[src/rtl/alu_pkg.sv]
// Shared definitions for the ALU issue stage: ALU control codes, RV32I opcodes,
// operand-select encodings and the registered issue payload.
package alu_pkg;

    localparam int XLEN  = 32;
    localparam int TAG_W = 5;

    localparam logic [3:0] ALU_ADD  = 4'd0;
    localparam logic [3:0] ALU_SUB  = 4'd1;
    localparam logic [3:0] ALU_AND  = 4'd2;
    localparam logic [3:0] ALU_OR   = 4'd3;
    localparam logic [3:0] ALU_XOR  = 4'd4;
    localparam logic [3:0] ALU_NOR  = 4'd5;
    localparam logic [3:0] ALU_SLL  = 4'd6;
    localparam logic [3:0] ALU_SRL  = 4'd7;
    localparam logic [3:0] ALU_SRA  = 4'd8;
    localparam logic [3:0] ALU_SLT  = 4'd9;
    localparam logic [3:0] ALU_SLTU = 4'd10;

    localparam logic [6:0] OPC_OP     = 7'b0110011;
    localparam logic [6:0] OPC_OPIMM  = 7'b0010011;
    localparam logic [6:0] OPC_LUI    = 7'b0110111;
    localparam logic [6:0] OPC_AUIPC  = 7'b0010111;
    localparam logic [6:0] OPC_LOAD   = 7'b0000011;
    localparam logic [6:0] OPC_STORE  = 7'b0100011;
    localparam logic [6:0] OPC_BRANCH = 7'b1100011;
    localparam logic [6:0] OPC_JAL    = 7'b1101111;
    localparam logic [6:0] OPC_JALR   = 7'b1100111;

    typedef enum logic [1:0] {
        A_SEL_RS1  = 2'd0,
        A_SEL_PC   = 2'd1,
        A_SEL_ZERO = 2'd2
    } a_sel_e;

    typedef enum logic [1:0] {
        B_SEL_RS2  = 2'd0,
        B_SEL_IMM  = 2'd1,
        B_SEL_FOUR = 2'd2,
        B_SEL_ZERO = 2'd3
    } b_sel_e;

    typedef struct packed {
        logic [XLEN-1:0]  a;
        logic [XLEN-1:0]  b;
        logic [3:0]       ctrl;
        logic             illegal;
        logic [TAG_W-1:0] tag;
    } issue_t;

    // Register/immediate integer ops; allow_sub is clear for OP-IMM, which has no SUBI.
    function automatic logic [3:0] int_alu_ctrl(input logic [2:0] funct3,
                                                input logic       funct7_5,
                                                input logic       allow_sub);
        logic [3:0] ctrl;
        ctrl = ALU_ADD;
        case (funct3)
            3'b000:  ctrl = (allow_sub && funct7_5) ? ALU_SUB : ALU_ADD;
            3'b001:  ctrl = ALU_SLL;
            3'b010:  ctrl = ALU_SLT;
            3'b011:  ctrl = ALU_SLTU;
            3'b100:  ctrl = ALU_XOR;
            3'b101:  ctrl = funct7_5 ? ALU_SRA : ALU_SRL;
            3'b110:  ctrl = ALU_OR;
            3'b111:  ctrl = ALU_AND;
            default: ctrl = ALU_ADD;
        endcase
        return ctrl;
    endfunction

endpackage

[src/rtl/alu_op_decode.sv]
// Combinational RV32I decode into ALU control code, operand selects and illegal flag.
module alu_op_decode
    import alu_pkg::*;
(
    input  logic [6:0] i_opcode,
    input  logic [2:0] i_funct3,
    input  logic       i_funct7_5,
    output logic [3:0] o_ctrl,
    output a_sel_e     o_a_sel,
    output b_sel_e     o_b_sel,
    output logic       o_illegal
);

    // Anything undecodable leaves the zero operands and ADD code set by the defaults.
    always_comb begin
        o_ctrl    = ALU_ADD;
        o_a_sel   = A_SEL_ZERO;
        o_b_sel   = B_SEL_ZERO;
        o_illegal = 1'b0;
        case (i_opcode)
            OPC_OP: begin
                o_a_sel = A_SEL_RS1;
                o_b_sel = B_SEL_RS2;
                o_ctrl  = int_alu_ctrl(i_funct3, i_funct7_5, 1'b1);
            end
            OPC_OPIMM: begin
                o_a_sel = A_SEL_RS1;
                o_b_sel = B_SEL_IMM;
                o_ctrl  = int_alu_ctrl(i_funct3, i_funct7_5, 1'b0);
            end
            OPC_LUI: begin
                o_a_sel = A_SEL_ZERO;
                o_b_sel = B_SEL_IMM;
            end
            OPC_AUIPC: begin
                o_a_sel = A_SEL_PC;
                o_b_sel = B_SEL_IMM;
            end
            OPC_LOAD, OPC_STORE, OPC_JALR: begin
                o_a_sel = A_SEL_RS1;
                o_b_sel = B_SEL_IMM;
            end
            OPC_JAL: begin
                o_a_sel = A_SEL_PC;
                o_b_sel = B_SEL_FOUR;
            end
            OPC_BRANCH: begin
                case (i_funct3[2:1])
                    2'b00: begin
                        o_a_sel = A_SEL_RS1;
                        o_b_sel = B_SEL_RS2;
                        o_ctrl  = ALU_SUB;
                    end
                    2'b10: begin
                        o_a_sel = A_SEL_RS1;
                        o_b_sel = B_SEL_RS2;
                        o_ctrl  = ALU_SLT;
                    end
                    2'b11: begin
                        o_a_sel = A_SEL_RS1;
                        o_b_sel = B_SEL_RS2;
                        o_ctrl  = ALU_SLTU;
                    end
                    default: o_illegal = 1'b1;
                endcase
            end
            default: o_illegal = 1'b1;
        endcase
    end

endmodule

[src/rtl/alu_issue_stage.sv]
// ID/EX issue stage: decodes and muxes ALU operands, then holds them in a
// main/skid register pair so in_ready depends only on registered state.
module alu_issue_stage
    import alu_pkg::*;
#(
    parameter int XLEN  = alu_pkg::XLEN,
    parameter int TAG_W = alu_pkg::TAG_W
) (
    input  logic             clk,
    input  logic             rst,
    input  logic             flush,
    input  logic             in_valid,
    output logic             in_ready,
    input  logic [XLEN-1:0]  in_pc,
    input  logic [6:0]       in_opcode,
    input  logic [2:0]       in_funct3,
    input  logic             in_funct7_5,
    input  logic [XLEN-1:0]  in_rs1_val,
    input  logic [XLEN-1:0]  in_rs2_val,
    input  logic [XLEN-1:0]  in_imm,
    input  logic [TAG_W-1:0] in_tag,
    output logic             out_valid,
    input  logic             out_ready,
    output logic [XLEN-1:0]  out_a,
    output logic [XLEN-1:0]  out_b,
    output logic [3:0]       out_alu_control,
    output logic             out_illegal,
    output logic [TAG_W-1:0] out_tag
);

    logic [3:0] w_ctrl;
    a_sel_e     w_a_sel;
    b_sel_e     w_b_sel;
    logic       w_illegal;
    logic       w_accept;
    issue_t     w_dec;
    issue_t     r_m;
    issue_t     r_s;
    logic       r_m_valid;
    logic       r_s_valid;

    alu_op_decode u_decode (
        .i_opcode   (in_opcode),
        .i_funct3   (in_funct3),
        .i_funct7_5 (in_funct7_5),
        .o_ctrl     (w_ctrl),
        .o_a_sel    (w_a_sel),
        .o_b_sel    (w_b_sel),
        .o_illegal  (w_illegal)
    );

    // A skid slot is only ever occupied while M is full, so an empty skid means space.
    assign w_accept = in_valid & ~r_s_valid;

    // Operand mux and payload assembly for the op currently presented.
    always_comb begin
        w_dec = '0;
        case (w_a_sel)
            A_SEL_RS1: w_dec.a = in_rs1_val;
            A_SEL_PC:  w_dec.a = in_pc;
            default:   w_dec.a = '0;
        endcase
        case (w_b_sel)
            B_SEL_RS2:  w_dec.b = in_rs2_val;
            B_SEL_IMM:  w_dec.b = in_imm;
            B_SEL_FOUR: w_dec.b = {{(XLEN-3){1'b0}}, 3'b100};
            default:    w_dec.b = '0;
        endcase
        w_dec.ctrl    = w_ctrl;
        w_dec.illegal = w_illegal;
        w_dec.tag     = in_tag;
    end

    // Main/skid registers; flush drops valids but keeps payloads, reset also clears them.
    always_ff @(posedge clk) begin
        if (rst) begin
            r_m_valid <= 1'b0;
            r_s_valid <= 1'b0;
            r_m       <= '0;
            r_s       <= '0;
        end else if (flush) begin
            r_m_valid <= 1'b0;
            r_s_valid <= 1'b0;
        end else if (!r_m_valid || out_ready) begin
            if (r_s_valid) begin
                r_m       <= r_s;
                r_m_valid <= 1'b1;
                r_s_valid <= 1'b0;
            end else if (w_accept) begin
                r_m       <= w_dec;
                r_m_valid <= 1'b1;
            end else begin
                r_m_valid <= 1'b0;
            end
        end else if (w_accept) begin
            r_s       <= w_dec;
            r_s_valid <= 1'b1;
        end else begin
            r_s_valid <= r_s_valid;
        end
    end

    assign in_ready        = ~r_s_valid;
    assign out_valid       = r_m_valid;
    assign out_a           = r_m.a;
    assign out_b           = r_m.b;
    assign out_alu_control = r_m.ctrl;
    assign out_illegal     = r_m.illegal;
    assign out_tag         = r_m.tag;

endmodule
[config.mk]
export PLATFORM = sky130hd
export DESIGN_NAME = alu_issue_stage
export DESIGN_NICKNAME = d
export VERILOG_FILES = /design/src/rtl/alu_pkg.sv /design/src/rtl/alu_op_decode.sv /design/src/rtl/alu_issue_stage.sv
export SDC_FILE = /design/constraint.sdc
export NUM_CORES = 1
export LEC_CHECK = 0
export BUFFER_PORTS_ARGS = -buffer_cell sky130_fd_sc_hd__buf_2
export CORE_MARGIN = 2
export CORE_UTILIZATION = 37
export DETAILED_ROUTE_END_ITERATION = 8
export GPL_TIMING_DRIVEN = 0
export PLACE_DENSITY = 0.74
export REMOVE_ABC_BUFFERS = 1
export SYNTH_ARGS = -nofsm -noshare
export SYNTH_HDL_FRONTEND = slang
export SYNTH_SLANG_ARGS = --single-unit
[constraint.sdc]
create_clock -name clk -period 4.05 [get_ports clk]
set_clock_uncertainty 0.15 [all_clocks]
set_input_delay 0.2025 -clock clk [delete_from_list [all_inputs] [get_ports clk]]
set_output_delay 0.2025 -clock clk [all_outputs]
set_load 0.01 [all_outputs]
; After elaboration in Yosys (flattened, before gate mapping)
; Index checks and enable logic that the tools add are counted.
[op_classes]
magnitude_cmp = 0
multipliers = 0
shift = 0
n_mux = 18
eq_ne = 21
reduce_logical = 16
bitwise = 4
div = 0
addsub = 0
[op_table]
columns = cell, n
row1 = $mux W74, 2
row2 = $pmux W32 S3, 1
row3 = $pmux W32 S2, 1
row4 = $pmux W4 S8, 2
row5 = $pmux W4 S3, 2
row6 = $eq A7 B6 Y1 const B, 3
row7 = $eq A7 B7 Y1 const B, 3
row8 = $eq A7 B5 Y1 const B, 2
row9 = $eq A3 B3 Y1 const B, 4
row10 = $pmux W2 S4, 1
row11 = $reduce_or A8 Y1, 1
row12 = $eq A7 B2 Y1 const B, 1
row13 = $eq A2 B2 Y1 const B, 3
row14 = $eq A3 B2 Y1 const B, 2
row15 = $logic_not A2 Y1, 3
row16 = $pmux W2 S3, 1
row17 = $reduce_and A3 Y1, 2
row18 = $reduce_or A3 Y1, 2
row19 = $reduce_or A6 Y1, 1
row20 = $reduce_or A5 Y1, 1
row21 = $eq A2 B1 Y1 const B, 2
row22 = $mux W1, 4
row23 = $mux W2, 2
row24 = $mux W4, 1
row25 = 9 further kinds, 12
[totals]
word_cells = 71
output_inout_bits = 76
mem_bits_rw = 0
mem_bits_ro = 0
memories = 0
latchBits = 0
ff_bits = 150

; Longest topological paths before layout
; Gate-level depths: netlist of the first run.
[logic_depth]
word_depth = 8
ltp_mapped = 8

; Modules after synthesis
; Synthesis of the first run repeated with hierarchy kept, for this count alone.
[unflattened]
cells_unflattened = 864
hier_area_um2 = 7085.5
[modules_own_cells]
columns = module, n_inst, area_per_inst_um2, cells_per_inst, seq_area_each_um2
row1 = alu_issue_stage, 1, 6759.0, 817, 3002.9
row2 = alu_op_decode, 1, 326.6, 47, 0.0

; Worst setup path after synthesis of the first run
; No wires, ideal clock.
[synth_timing]
path_kind = register to register
start = reg r_m_valid, in the netlist out_valid
end = reg r_m (netlist bit out_b[27])
synth_period_minus_slack_ps = 1848
t_required_ps = 3824
arrival_ps = 1622
stages_incl_launch_ff = 8
setup_time_ps = 76
setup_slack_ps = 2202
cell_sequence = dfxtp_1 nor2b_1 or3_1 clkbuf_1 or3_1 buf_2 buf_6 o22ai_1
[synth_via]
elab_chain_cells = 3
[synth_rtl]
columns = item, line_no
row1 = "start, declared", alu_issue_stage.sv:39  ; logic r_m_valid;
row2 = "start signal, assigned", alu_issue_stage.sv:77  ; r_m_valid <= 1'b0;
row3 = "start signal, assigned", alu_issue_stage.sv:82  ; r_m_valid <= 1'b0;
row4 = "start signal, assigned", alu_issue_stage.sv:87  ; r_m_valid <= 1'b1;
row5 = $logic_not A1 Y1, alu_issue_stage.sv:84  ; end else if (!r_m_valid || out_ready) begin
row6 = $logic_or A1 B1 Y1, alu_issue_stage.sv:84
row7 = $reduce_and A3 Y1 (no source line), -
row8 = "end signal, assigned", alu_issue_stage.sv:86  ; r_m <= r_s;
row9 = "end signal, assigned", alu_issue_stage.sv:90  ; r_m <= w_dec;
row10 = "end, declared", alu_issue_stage.sv:37  ; issue_t r_m;
; Every way passes these cells.
; A chain may end at the register's enable or synchronous reset.

; Worst setup path in the final report of the first run
[layout_timing]
start = reg r_s_valid
end = reg r_m (netlist bit out_a[29])
[layout_via]
elab_chain_cells = 4
elab_cells_between_ends = 5
classes_between = 1 x mux / 2 x bitwise / 2 x reduce/logical
[layout_rtl]
columns = item, line_no
row1 = "start, declared", alu_issue_stage.sv:40  ; logic r_s_valid;
row2 = "start signal, assigned", alu_issue_stage.sv:99  ; r_s_valid <= r_s_valid;
row3 = $not A1 Y1, alu_issue_stage.sv:53  ; assign w_accept = in_valid & ~r_s_valid;
row4 = $and A1 B1 Y1, alu_issue_stage.sv:53
row5 = $reduce_bool A2 Y1 (no source line), -
row6 = $reduce_and A3 Y1 (no source line), -
; Parallel ways exist; a longest one is shown, timed or not.

==> results of run 1 <==
[layout make-up]
class,count,area (um^2)
fillers,1628,8564
multi-input cells,508,3298
flip-flops and latches,150,3004
repair buffers,295,1983
clock buffers,22,474.2
well taps,229,286.5
clock inverters,10,215.2
inverters,4,15.01
[report_power, final]
part	switching (uW)	leakage, uW	internal [uW]
clock	621	0.000336	1210
sequential	17.2	0.00122	1510
combinational	194	0.00195	169
[state kept, by name (all words and copies together), names as in the netlist]
signal and count:
out_tag 5, out_b 32, out_illegal 1, r_s 74, r_s_valid 1, out_alu_control 4, out_valid 1, out_a 32
[stage by stage]
| step | setup slack [ns] | cells | util |
|---|---|---|---|
| 3_3_place_gp | -2.460 | 1115 | 0.4314 |
| 6_report | 0.6317 | 1218 | 0.5200 |
| 5_1_grt | 0.4624 | 1218 | 0.5200 |
| 3_5_place_dp | 0.6571 | 1127 | 0.4482 |
| 4_1_cts | 0.6410 | 1218 | 0.5200 |
| 2_1_floorplan | -0.2643 | 662 | - |
[cells by family (layout without fill, tap and decap cells)]
family | after synthesis | count (layout) | share of synthesized area
compound gates | 294 | 294 | 0.3171
flops | 150 | 150 | 0.4482
buf+inv | 85 | 331 | 0.06349
mux | 6 | 6 | 0.008964
simple gates | 208 | 208 | 0.1623
[tightest hold or removal path, delay by kind of cell]
kind                   cells  cell delay [ns]
AO/OA/AOI/OAI              2             0.26
buffers and inverters      1             0.07
[routing by layer]
layer / up-vias / part of all wire / routed length (um)
met1: 3140 / 0.44 / 8725
met5: - / 0 / 0
li1: 3274 / - / -
met3: 42 / 0.048 / 957
met4: 0 / 0.028 / 546
met2: 237 / 0.48 / 9519
[layout by cell type, fill, tap and decap left out, drive strengths merged, types with 2 or more instances in the layout]
cell type,netlist,final
nand2,21,21
dfxtp,150,150
and3b,3,3
or4,2,2
o22ai,31,31
nand2b,3,3
nor3b,4,4
and2,2,2
o21ai,36,36
nor4bb,2,2
nor2b,3,3
mux2i,6,6
clkinv,0,2
a311oi,2,2
a22oi,63,63
a211oi,106,106
inv,4,6
nor3,6,6
dlygate4sd3,0,59
bufinv,0,6
buf,31,236
nand3b,3,3
nor2,80,80
nand3,8,8
or3,35,35
and3,31,31
a21oi,49,49
clkbuf,50,22
[final timing paths]
| kind | from | endpoint | slack, ns | depth (start not counted) |
|---|---|---|---|---|
| max | r_s_valid | out_a[29] | 0.63 | 7 |
| min | in_imm[24] | out_b[24] | 0.02 | 3 |
| max reg2reg | r_s_valid | out_a[29] | 0.63 | 7 |
| min reg2reg | r_s[5] | r_s[5] | 0.30 | 2 |
[what timing repair did]
| action | CTS | global route |
|---|---|---|
| hold buffers | 59 | 0 |
| endpoints found under the setup margin | 0 | 0 |
| hold endpoints to repair | 40 | 0 |
==> impl_metrics.yaml, run 1 <==
yosys:
  seq_area_frac_synth: 0.4482
  synthCells: 743
  synth.most_common_cell: "dfxtp_1"
  syn_avg_cell_area_um2: 9.018
  synthFlopType: "dfxtp_1"
  synth-edff-count: 0
  ys_seq_elements: 150
  syn_area_um2: 6700
  synth_warnings: 0
  async_flop_share: 0
  yosysTopAreaCellShare: 0.4482
  yosysUniqueCellTypes: 47
  netlist_top_cells_count: "dfxtp_1, a211oi_1, nor2_1"
  netlist_top_cells_area: "dfxtp_1, a211oi_1, a22oi_2"
  synth_top_cell_by_area: "dfxtp_1"
global_routing:
  globalRouteTotalUtil: 0.2041
  grt_use_met3: 0.03729
  grt_overflow_total: 0
  met1_usage: 0.2611
  antenna_found_initial: 0
  grt_pass1_vias: 6474
  grt_max_degree: 82
  grt_pass1_wl_um: 32520
  busiest_layer: "met2"
  use_met2: 0.3385
sta:
  finalHoldViolCount: 0
  max_slew.worst_pin.slew_ns: 1.259
  relSlewSlack: 0.1607
  min_period_ns: 3.418
  setup_tns_ns: 0
  hold_ws_ns: 0.01671
  finalSetupViolCount: 0
  fin_crit_sh: 0.8440
  rsz0062_at_grt: "no"
  max_freq_mhz: 292.5
  slew_viol_final: 0
floorplanning:
  die_x_um: 138.6
  initial_core_util: 0.3756
  core_area_um2: 17840
  die_y_um: 138.6
  rows: 49
  design.die.area_um2: 19200
  num_io_pins: 225
clock_network:
  cts_made_buffers: 17
  root_buffer: "clkbuf_16"
  cts_max_level: 4
  post_cts_buffers: 0
  clk_pin_slew_worst_paths_ns: 0.06
  clockBufferDepth: 2
  clk_latency_ns: 0.41
  cts_resized: 0
  cts_tree: "done"
  cts_sinks: 150
worst_setup_path:
  worst-path-max-fanout: 41
  worstPathArrival_ns: 3.55
  crit_family: "simple AND/OR/NAND/NOR gates"
  crit_buf_inv: 3
  crit_slowest_cell: "or3_2"
  endpoint_kind: "flip-flop"
  crit_chain: "buf_12, nor2_1, or3_2, buf_12, nor2_2, buf_8, a211oi_1"
  max_stage_delay_ns: 0.81
  setup.worst_path.class: "flip-flop to flip-flop"
  cp_common_cell: "buf_12"
  start_kind: "flip-flop"
  crit_required_ns: 4.18
worst_hold_path:
  min_path_type: "input port to flip-flop"
detailed_routing:
  wire_per_inst_um: 16.21
  dr.pass1.iters: 5
  drt-vias-per-instance: 5.495
  drc: 0
  vias: 6693
  routed_wl_um: 19750
  ant_nets: 0
  drt_iter0_drc: 386
place:
  hpwlAfterDp_um: 12330
  place_area_um2: 7996
  port_buffers: 224
  gp_congestion: 0.8429
run:
  drv_cap: 0
cells_and_area:
  syn_to_final_growth_pct: 38.45
  final_nets: 1125
  drive_gt1_frac: 0.3124
  num_antenna_cells: 0
  design_area_um2: 9276
pwr:
  total_power_uw: 3728
  vdd_drop_max_uv: 263.7
  power.leakage_uw: 0.003507
  p_per_area_nw_per_um2: 401.9
run_status:
  status: "completed"
Note: power is estimated with default switching activity, not from simulation.
==> run 2: changes to the inputs <==
--- a/config.mk
+++ b/config.mk
@@ -10,7 +10,7 @@
 export CORE_UTILIZATION = 37
 export DETAILED_ROUTE_END_ITERATION = 8
 export GPL_TIMING_DRIVEN = 0
-export PLACE_DENSITY = 0.74
+export PLACE_DENSITY = 0.76
 export REMOVE_ABC_BUFFERS = 1
 export SYNTH_ARGS = -nofsm -noshare
 export SYNTH_HDL_FRONTEND = slang
==> constraint.sdc (replaced) <==
create_clock -name clk -period 2.94 [get_ports clk]
set_clock_uncertainty 0.15 [all_clocks]
set_input_delay 0.147 -clock clk [delete_from_list [all_inputs] [get_ports clk]]
set_output_delay 0.147 -clock clk [all_outputs]
set_load 0.01 [all_outputs]
==> impl_metrics.yaml, run 2 (same netlist as run 1, synthesis figures left out) <==
place:
  hpwlAfterDp_um: 12180
  place_inst: 1126
  pre_cts_slack_ns: -0.4605
  port_buffers: 224
  gp_congestion: 0.8350
floorplanning:
  rows: 49
  die_y_um: 138.6
  design.die.area_um2: 19200
  num_io_pins: 225
  die_x_um: 138.6
  initial_core_util: 0.3756
  core_area_um2: 17840
worst_setup_path:
  worst-path-max-fanout: 16
  crit_chain: "dlygate4sd3_1, buf_2, nor3b_1, o31a_1, nor3b_4, buf_8, buf_8, a22oi_2, dlygate4sd3_1, a211oi_1"
  critical_path.endpoint: "out_a[25]"
  worstPathArrival_ns: 3.02
  r2r_slack_ns: 0.19
  crit_required_ns: 3.09
  reg2reg_to: "out_b[23]"
  endpoint_kind: "flip-flop"
  setup.worst_path.class: "input port to flip-flop"
  ff2ff_path_depth: 6
  max_stage_delay_ns: 0.60
  start_kind: "input port"
  reg2reg_from: "r_s_valid"
  crit_slowest_cell: "dlygate4sd3_1"
  critPathLaunch: "in_funct3[1]"
global_routing:
  grt_pass1_vias: 6950
  grt_max_degree: 83
  globalRouteTotalUtil: 0.2175
  grt_pass1_wl_um: 34580
  antenna_found_initial: 0
  grt_overflow_total: 0
cells_and_area:
  final_common_cell: "buf_2"
  syn_to_final_growth_pct: 48.59
  largest_reg_flops: 74
  drive_gt1_frac: 0.2910
  top_register: "r_s"
  final_nets: 1200
  finalNonFillerCells: 1291
  mostFrequentLayoutCells: "buf_2, dfxtp_1, dlygate4sd3_1, a211oi_1, nor2_1"
  num_antenna_cells: 0
detailed_routing:
  vias: 7097
  wire_per_inst_um: 16.58
  ant_nets: 0
  drc: 0
  routed_wl_um: 21410
  drt_iter0_drc: 399
  drt-vias-per-instance: 5.497
  dr.pass1.iters: 5
clock_network:
  cts_sinks: 150
  clk_pin_slew_worst_paths_ns: 0.06
  cts_made_buffers: 17
  post_cts_buffers: 0
  root_buffer: "clkbuf_16"
  cts_tree: "done"
  clk_latency_ns: 0.41
  cts_max_level: 4
  clockBufferDepth: 2
pwr:
  p_per_area_nw_per_um2: 497.3
  vdd_drop_max_uv: 362.6
  power.leakage_uw: 0.003690
sta:
  rsz0062_at_grt: "no"
  relSlewSlack: 0.4487
  slew_viol_final: 0
  finalHoldViolCount: 0
  max_freq_mhz: 349.3
  finalSetupViolCount: 0
  max_slew.worst_pin.slew_ns: 0.8250
  fin_crit_sh: 0.9737
  fin_ws_ns: 0.07723
  min_period_ns: 2.863
run_status:
  status: "completed"
worst_hold_path:
  min_path_type: "input port to flip-flop"
run:
  drv_cap: 0
[run 2: timing repair]
item                                    CTS  global route
endpoints found under the setup margin   73             0
gates resized for setup                   4             0
hold buffers                            135             0
endpoints found under the hold margin   111             0
[run 2: worst max-delay path, delay by kind of cell]
kind	cells	cell delay (ns)
AOI/OAI and AO/OA	3	0.70
buffers and inverters	5	1.74
and+or+nand+nor	2	0.41
[run 2: routing by layer]
metal | vias up | routed length (um) | track usage
li1 | 3416 | - | -
met1 | 3312 | 8835 | 0.2614
met2 | 295 | 10540 | 0.3702
met3 | 74 | 1078 | 0.03833
met4 | 0 | 949 | 0.1192
met5 | - | 0 | 0
[run 2: power by group]
group	switching [uW]	internal, uW	leakage, uW	total, uW
Combinational	288	281	0.00217	568
Clock	818	1450	0.000299	2270
Sequential	24.8	2090	0.00122	2110
[run 2: area by class of cell]
class	instances	area, um^2
multi-input combinational	508	3313
timing repair buffer	370	2721
clock inverter	9	151.4
sequential	150	3004
clock buffer	21	460.4
fill	1507	7885
inverter	4	18.77
tap	229	286.5
[run 2: metrics by stage]
stage / instance area, um^2 / util / power (uW) / setup TNS [ns] / hold WS [ns]
global placement: 7697 / 0.4314 / 2573 / -499.77 / 0.2346
floorplan: 6290 / - / 2333 / -146.52 / 0.06165
global route: 9956 / 0.5580 / 5135 / 0 / 0.008522
detailed placement: 7979 / 0.4472 / 2604 / -20.33 / 0.2552
finish: 9956 / 0.5580 / 4951 / 0 / 0.01215
CTS: 9955 / 0.5580 / 4980 / 0 / 0.0004251
[run 2: worst min path at each step]
stage                               from          end  slack, ns  cells after the start
after floorplan                      rst  out_illegal       0.06                      1
after global placement             flush    r_s_valid       0.23                      2
after detailed placement           flush    r_s_valid       0.26                      2
after CTS                      in_pc[12]      r_s[54]     0.0004                      3
after global routing      in_rs1_val[31]      r_s[73]      0.009                      3
final                                rst    out_b[31]       0.01                      2
==> run 3: changes to the inputs <==
--- a/config.mk
+++ b/config.mk
@@ -5,12 +5,12 @@
 export SDC_FILE = /design/constraint.sdc
 export NUM_CORES = 1
 export LEC_CHECK = 0
-export BUFFER_PORTS_ARGS = -buffer_cell sky130_fd_sc_hd__buf_2
 export CORE_MARGIN = 2
 export CORE_UTILIZATION = 37
 export DETAILED_ROUTE_END_ITERATION = 8
+export DONT_BUFFER_PORTS = 1
 export GPL_TIMING_DRIVEN = 0
-export PLACE_DENSITY = 0.76
+export PLACE_DENSITY = 0.65
 export REMOVE_ABC_BUFFERS = 1
 export SYNTH_ARGS = -nofsm -noshare
 export SYNTH_HDL_FRONTEND = slang
==> impl_metrics.yaml, run 3 (same netlist as run 1, synthesis figures left out) <==
global_routing:
  antenna_found_initial: 0
  grt_overflow_total: 0
  globalRouteTotalUtil: 0.2079
  grt_use_met3: 0.05318
  grt_pass1_wl_um: 32620
  use_met2: 0.3520
  busiest_layer: "met2"
  grt_pass1_vias: 6212
  met1_usage: 0.2504
  grt_max_degree: 143
detailed_routing:
  drt_iter0_drc: 371
  dr.pass1.iters: 6
  drc: 0
  wire_per_inst_um: 18.72
  drt-vias-per-instance: 5.824
  vias: 6360
  routed_wl_um: 20440
  ant_nets: 0
worst_setup_path:
  start_kind: "flip-flop"
  ff2ff_path_depth: 5
  crit_buf_inv: 2
  endpoint_kind: "flip-flop"
  crit_family: "buffers and inverters"
  crit_required_ns: 3.09
  reg2reg_to: "r_s[56]"
  crit_chain: "clkinvlp_4, and4_4, nor2_1, a211oi_1, dlygate4sd3_1"
  setup.worst_path.class: "flip-flop to flip-flop"
  max_stage_delay_ns: 0.59
  crit_slowest_cell: "dlygate4sd3_1"
  worstPathArrival_ns: 2.84
  reg2reg_from: "r_s_valid"
  r2r_slack_ns: 0.25
  worst-path-max-fanout: 62
clock_network:
  cts_max_level: 4
  clk_latency_ns: 0.41
  cts_tree: "done"
  root_buffer: "clkbuf_16"
  cts_sinks: 150
  clk_pin_slew_worst_paths_ns: 0.06
  cts_made_buffers: 17
  clockBufferDepth: 2
cells_and_area:
  drive_gt1_frac: 0.1020
  largest_reg_flops: 74
  num_antenna_cells: 0
  syn_to_final_growth_pct: 35.05
  final_common_cell: "dlygate4sd3_1"
  mostFrequentLayoutCells: "dlygate4sd3_1, dfxtp_1, a211oi_1, nor2_1, a21oi_1"
  design_area_um2: 9049
  final_nets: 1000
  top_register: "r_s"
sta:
  relSlewSlack: 0.4031
  max_slew.worst_pin.slew_ns: 0.8933
  setup_tns_ns: 0
  min_period_ns: 2.692
  slew_viol_final: 0
  fin_crit_sh: 0.9156
  max_freq_mhz: 371.5
  finalSetupViolCount: 0
  hold_ws_ns: 0.03777
  finalHoldViolCount: 0
  rsz0062_at_grt: "no"
pwr:
  power.leakage_uw: 0.002804
  p_per_area_nw_per_um2: 528.1
  vdd_drop_max_uv: 370.4
floorplanning:
  rows: 49
  num_io_pins: 225
  die_y_um: 138.6
  design.die.area_um2: 19200
  core_area_um2: 17840
  initial_core_util: 0.3756
  die_x_um: 138.6
place:
  port_buffers: 0
  hpwlAfterDp_um: 10970
  gp_congestion: 0.7590
  place_area_um2: 6824
worst_hold_path:
  min_to: "r_s[9]"
  hp-start: "in_funct3[1]"
  hold_depth: 5
  min_path_type: "input port to flip-flop"
run:
  drv_cap: 0
run_status:
  status: "completed"
==> run 3: cell types whose count changed in the layout (fill, tap and decap cells not counted) <==
cell / before / now
clkinv_4: 1 / 0
buf_6: 1 / 0
buf_4: 0 / 1
buf_2: 223 / 0
bufinv_16: 4 / 3
dlygate4sd3_1: 135 / 157
clkinvlp_2: 0 / 1
clkinvlp_4: 2 / 3
clkinv_2: 3 / 4
clkbuf_8: 2 / 3
==> run 3: final cells by class <==
class / instances / area [um^2]
tap: 229 / 286.5
fill: 1591 / 8792
clock buffer: 22 / 474.2
inverter: 4 / 18.77
timing repair inverter: 1 / 5.005
clock inverter: 9 / 125.1
multi-input combinational: 508 / 3313
timing repair buffer: 169 / 1822
sequential: 150 / 3004
==> run 3: worst reg2reg max path, cell delays in order, from the launching register on <==
cell and delay, ns:
dfxtp_2 0.55, clkinvlp_4 0.51, and4_4 0.53, nor2_1 0.18, a211oi_1 0.06, dlygate4sd3_1 0.59
==> run 3: worst max path at each step <==
stage,start,to,slack (ns),cells past startpoint
finish,r_s_valid,r_s[56],0.25,5
detailed placement,r_s_valid,r_s[5],-0.32,4
floorplan,r_s_valid,r_s[42],-1.37,4
global route,r_s_valid,r_s[56],0.08,5
global placement,r_s_valid,r_s[15],-3.65,3
CTS,r_s_valid,r_s[56],0.02,5
==> run 3: per-stage QoR <==
step / std cells / setup WS, ns / util / total power [uW]
final: 1092 / 0.2480 / 0.5072 / 4778
after global routing: 1092 / 0.08075 / 0.5072 / 4960
after CTS: 1090 / 0.02300 / 0.5060 / 4820
after detailed placement: 901 / -0.3172 / 0.3825 / 2422
after global placement: 891 / -3.655 / 0.3686 / 2397
after floorplan: 662 / -1.374 / - / 2333
==> run 3: report_power, final <==
group          switching [uW]  total, uW  internal [uW]
Combinational             205        410            205
Clock                     831       2220           1390
Sequential               57.1       2140           2090
Total                    1090       4780           3680
==> run 3: what timing repair did <==
item                                    4_1_cts  5_1_grt
setup buffers                                 0        1
endpoints found under the setup margin       72       79
hold buffers                                158        0
resized for setup                             2        3
pin swaps                                     0        1
cloned                                        0        1
endpoints found under the hold margin       150        0
==> run 3: layer usage <==
layer | up-vias | wire (um)
li1 | 3035 | -
met1 | 3044 | 8600
met2 | 235 | 10070
met3 | 46 | 1208
met4 | 0 | 569
met5 | - | 0
